`config.mk`:
```
export PLATFORM = sky130hd
export DESIGN_NAME = stash_buffer
export DESIGN_NICKNAME = d
export VERILOG_FILES = /design/src/rtl/stash_buffer.sv
export SDC_FILE = /design/constraint.sdc
export NUM_CORES = 1
export LEC_CHECK = 0
export ABC_AREA = 1
export CAP_MARGIN = 5
export CORE_MARGIN = 5
export CORE_UTILIZATION = 30
export CTS_BUF_LIST = sky130_fd_sc_hd__clkbuf_4 sky130_fd_sc_hd__clkbuf_8
export DETAILED_ROUTE_END_ITERATION = 8
export PLACE_DENSITY_LB_ADDON = 0.05
export REMOVE_ABC_BUFFERS = 1
export SETUP_SLACK_MARGIN = 0.15
export SLEW_MARGIN = 10
export SYNTH_ARGS = -nofsm -noshare
export SYNTH_HDL_FRONTEND = slang
export SYNTH_SLANG_ARGS = --single-unit
export TNS_END_PERCENT = 5
```
`constraint.sdc`:
```
create_clock -name clk -period 3.25 [get_ports clk]
set_input_delay 0.4875 -clock clk [delete_from_list [all_inputs] [get_ports clk]]
set_output_delay 0.4875 -clock clk [all_outputs]
set_load 0.02 [all_outputs]
```
`src/rtl/stash_buffer.sv`:
```
// Circular store of the most recent DEPTH 8-bit samples with a stepping read
// pointer; incoming samples bypass straight to the output while valid.
module stash_buffer #(
  parameter int DEPTH = 5
) (
  input  logic       clk,
  input  logic       reset,
  input  logic [7:0] sample_in,
  input  logic       sample_in_valid,
  input  logic       next_sample,
  output logic [7:0] sample_out
);

  localparam int PTR_W = (DEPTH <= 2) ? 1 : $clog2(DEPTH);
  localparam logic [PTR_W-1:0] LAST_IDX = PTR_W'(DEPTH - 1);

  logic [7:0]       r_mem [DEPTH];
  logic [PTR_W-1:0] r_wrPtr;
  logic [PTR_W-1:0] r_rdPtr;

  // Pointers wrap explicitly at DEPTH-1 so non-power-of-2 depths work.
  always_ff @(posedge clk or posedge reset) begin
    if (reset) begin
      for (int i = 0; i < DEPTH; i++) begin
        r_mem[i] <= '0;
      end
      r_wrPtr <= '0;
      r_rdPtr <= '0;
    end else begin
      if (sample_in_valid) begin
        r_mem[r_wrPtr] <= sample_in;
        r_wrPtr        <= (r_wrPtr == LAST_IDX) ? '0 : r_wrPtr + 1'b1;
      end
      if (next_sample) begin
        r_rdPtr <= (r_rdPtr == LAST_IDX) ? '0 : r_rdPtr + 1'b1;
      end
    end
  end

  assign sample_out = sample_in_valid ? sample_in : r_mem[r_rdPtr];

endmodule

```
==> summary.txt <==
Timing
  • Skew final: 7.12 ps
  • # setup viols final: 0
  • Setup TNS: 0 ps
  • Final worst path period need: 2700 ps
  • Final Hold Violating Endpoints: 0
  • Max Fclk: 370 MHz
  • Max Slew Vio Count: 0
  • Max_slew headroom: 65.7%
  • Slew @ Worst Pin: 514 ps
  • RSZ-0062 raised after global routing: false
  • Crit share post-route: 83.1%
  • Setup slack after layout: 549 ps

Placement
  • Post-DP HPWL: 3850 microns
  • Place WS: 767 ps
  • GPL Wtd Cong: 0.725
  • # port buffers: 19

Logic synthesis
  • Register area share after synthesis: 50.3%
  • Yosys warnings: 0
  • Yosys reg bits: 46
  • Cell variety after synth: 23
  • Syn Area/Cell: 7.95 sq um
  • Main synth FF type: dfrtp_1
  • Yosys top cell by area: dfrtp_1
  • Cell area after synthesis: 0.00229 sq mm
  • EDFF count, synth: 0
  • FFs w/ async S/R, synth: 100%
  • Synth area leaders: dfrtp_1 50%, nand2_1 20%, o21ai_1 7.0%
  • Share of the synthesized area in the top cell type: 50.3%
  • Cell count after synthesis: 288

Global routing
  • Vias in the first global route: 1866
  • Initial antenna violation count: 0
  • Largest net degree at the start of global routing: 26
  • First-pass GRT wire length: 10100 microns
  • Total GRT Usage: 13.4%
  • GRT Residual Overflow: 0

Pwr
  • Share of power burned in combinational logic: 43.9%
  • P_int: 1.44 mW
  • Flop pwr share: 40.7%
  • Psw: 1.03 mW
  • Net Sw Frac: 41.7%
  • VDD IR-drop max: 0.000296 V
  • Clk pwr share: 15.4%
  • Leak: 1.28 nW
  • Total Power: 2.46 mW
  • PD cells: 924 mW/mm^2

Floorplanning
  • Die area: 0.00948 sq mm
  • Starting Density: 31.2%
  • Die Ht: 97.4 microns
  • Core area: 0.00733 sq mm
  • Die X: 97.4 microns
  • Ports: 20
  • # rows: 31

Worst setup path
  • Critical path class: flop to output pin
  • CP Capture Type: output pin
  • Worst endpoint data arrival time: 2210 ps
  • Type of origin of the critical path: flop
  • CP required: 2760 ps
  • CP Max Fanout: 11

Clocking
  • Root Buffer: clkbuf_8
  • Clock Latency Late Sink: 300 ps
  • Clock sink count: 46
  • CTS resizes: 0
  • H-Tree Depth: 2
  • Total CTS buffers: 5
  • Clock tree from TritonCTS: done
  • Hold buffers post-CTS: 0
  • Reg clk slew, reported paths: 90 ps
  • Clock buffer depth: 2
  • Setup Fix Bufs, Post-CTS: 0

Cells and area
  • Fraction of layout cells with a size suffix above 1: 11.4%
  • Most common cell after layout, fill and taps aside: nand2_1
  • Most frequent cells in the layout: 124 x nand2_1, 46 x dfrtp_1, 32 x o21ai_1
  • Nets: 323
  • Synth-to-Final Area Change: 16.3%
  • N_diodes: 0

Route
  • Starting DRT DRC Count: 43
  • Post-route ant nets: 0
  • Final wirelength: 5980 microns
  • DRC viols: 0
  • Vias/cell: 4.57
  • DR pass1 iterations: 4
  • Wire length per cell: 14.7 microns
  • Vias: 1861

Run
  • Max-cap violations: 0

Status
  • Outcome: finished, final reports clean

Worst hold path
  • Hold Path Class: flop to flop
-- cell families (layout without fill, tap and decap cells) --
kind of cell,after synthesis,in the layout,share of synthesized area (%)
and+or+nand+nor,154,154,28.0
AOI/OAI and AO/OA,56,56,13.7
DFF,46,46,50.3
buffers and inverters,28,48,5.90
adders and majority gates,4,4,2.19
-- routing by layer --
layer / share of wire (%) / track usage, %
met5: 0 / 0
met4: 1.2 / 3.83
met3: 4.0 / 2.58
met1: 52 / 19.6
met2: 43 / 19.9
-- registers in the layout, indices dropped and copies added, names as in the netlist --
| name | flops |
|---|---|
| r_wrPtr | 3 |
| r_rdPtr | 3 |
| r_mem | 40 |
-- stage by stage --
step           area, sq um  hold slack [ps]  util (%)  std cells
6_report              2660              491      36.3        407
2_1_floorplan         2220              455         -        276
3_5_place_dp          2570              471      35.0        399
5_1_grt               2660              500      36.3        407
4_1_cts               2660              492      36.3        407
3_3_place_gp          2570              469      35.0        399
-- power groups by stage --
stage	Combinational [mW]	Clock, mW	Sequential (mW)
6_report	1.08	0.379	1.00
5_1_grt	1.25	0.422	1.04
4_1_cts	1.10	0.403	1.00
3_5_place_dp	1.10	0	1.01
3_3_place_gp	1.09	0	1.02
2_1_floorplan	0.734	0	1.00
-- cells in the mapped netlist (2+ instances only) --
library cell / n
clkbuf_1: 3
nor2_4: 2
ha_1: 4
a21oi_1: 11
buf_2: 4
dfrtp_1: 46
nand2_2: 4
inv_2: 2
inv_1: 12
nand3_1: 19
nand2_1: 124
o21ai_0: 3
a31oi_1: 2
o21ai_2: 8
o21ai_1: 32
buf_4: 4
or2_2: 2
-- critical path, stage by stage (launching register included) --
cell,delay (ps)
dfrtp_1,670
buf_4,270
nand2_1,70
nand3_1,70
nand2_1,70
nand2_1,50
nand2_1,50
nand2_1,60
clkdlybuf4s50_1,600
-- path summary, 6_finish.rpt --
path,endpoint,slack [ps],cells past startpoint,start
worst min-delay path,r_mem[5]$_DFFE_PP0P_,490,2,r_mem[5]$_DFFE_PP0P_
min in group asynchronous,r_wrPtr[2]$_DFFE_PP0P_,520,2,reset
worst max register to register,r_rdPtr[2]$_DFFE_PP0P_,1650,4,r_rdPtr[0]$_DFFE_PP0P_
worst min register to register,r_mem[5]$_DFFE_PP0P_,490,2,r_mem[5]$_DFFE_PP0P_
worst max-delay path,sample_out[3],550,8,r_rdPtr[0]$_DFFE_PP0P_
max in group asynchronous,r_mem[23]$_DFFE_PP0P_,2020,3,reset
-- cell type report --
type                            count  area (sq um)
Clock inverter                      1          5.00
Timing Repair Buffer               24           228
Inverter                           16          62.6
Clock buffer                        7          90.1
Sequential cell                    46          1150
Tap cell                           99           124
Multi-Input combinational cell    214          1000
Fill cell                         790          4670
No activity file was read; power rests on OpenSTA's default activity.
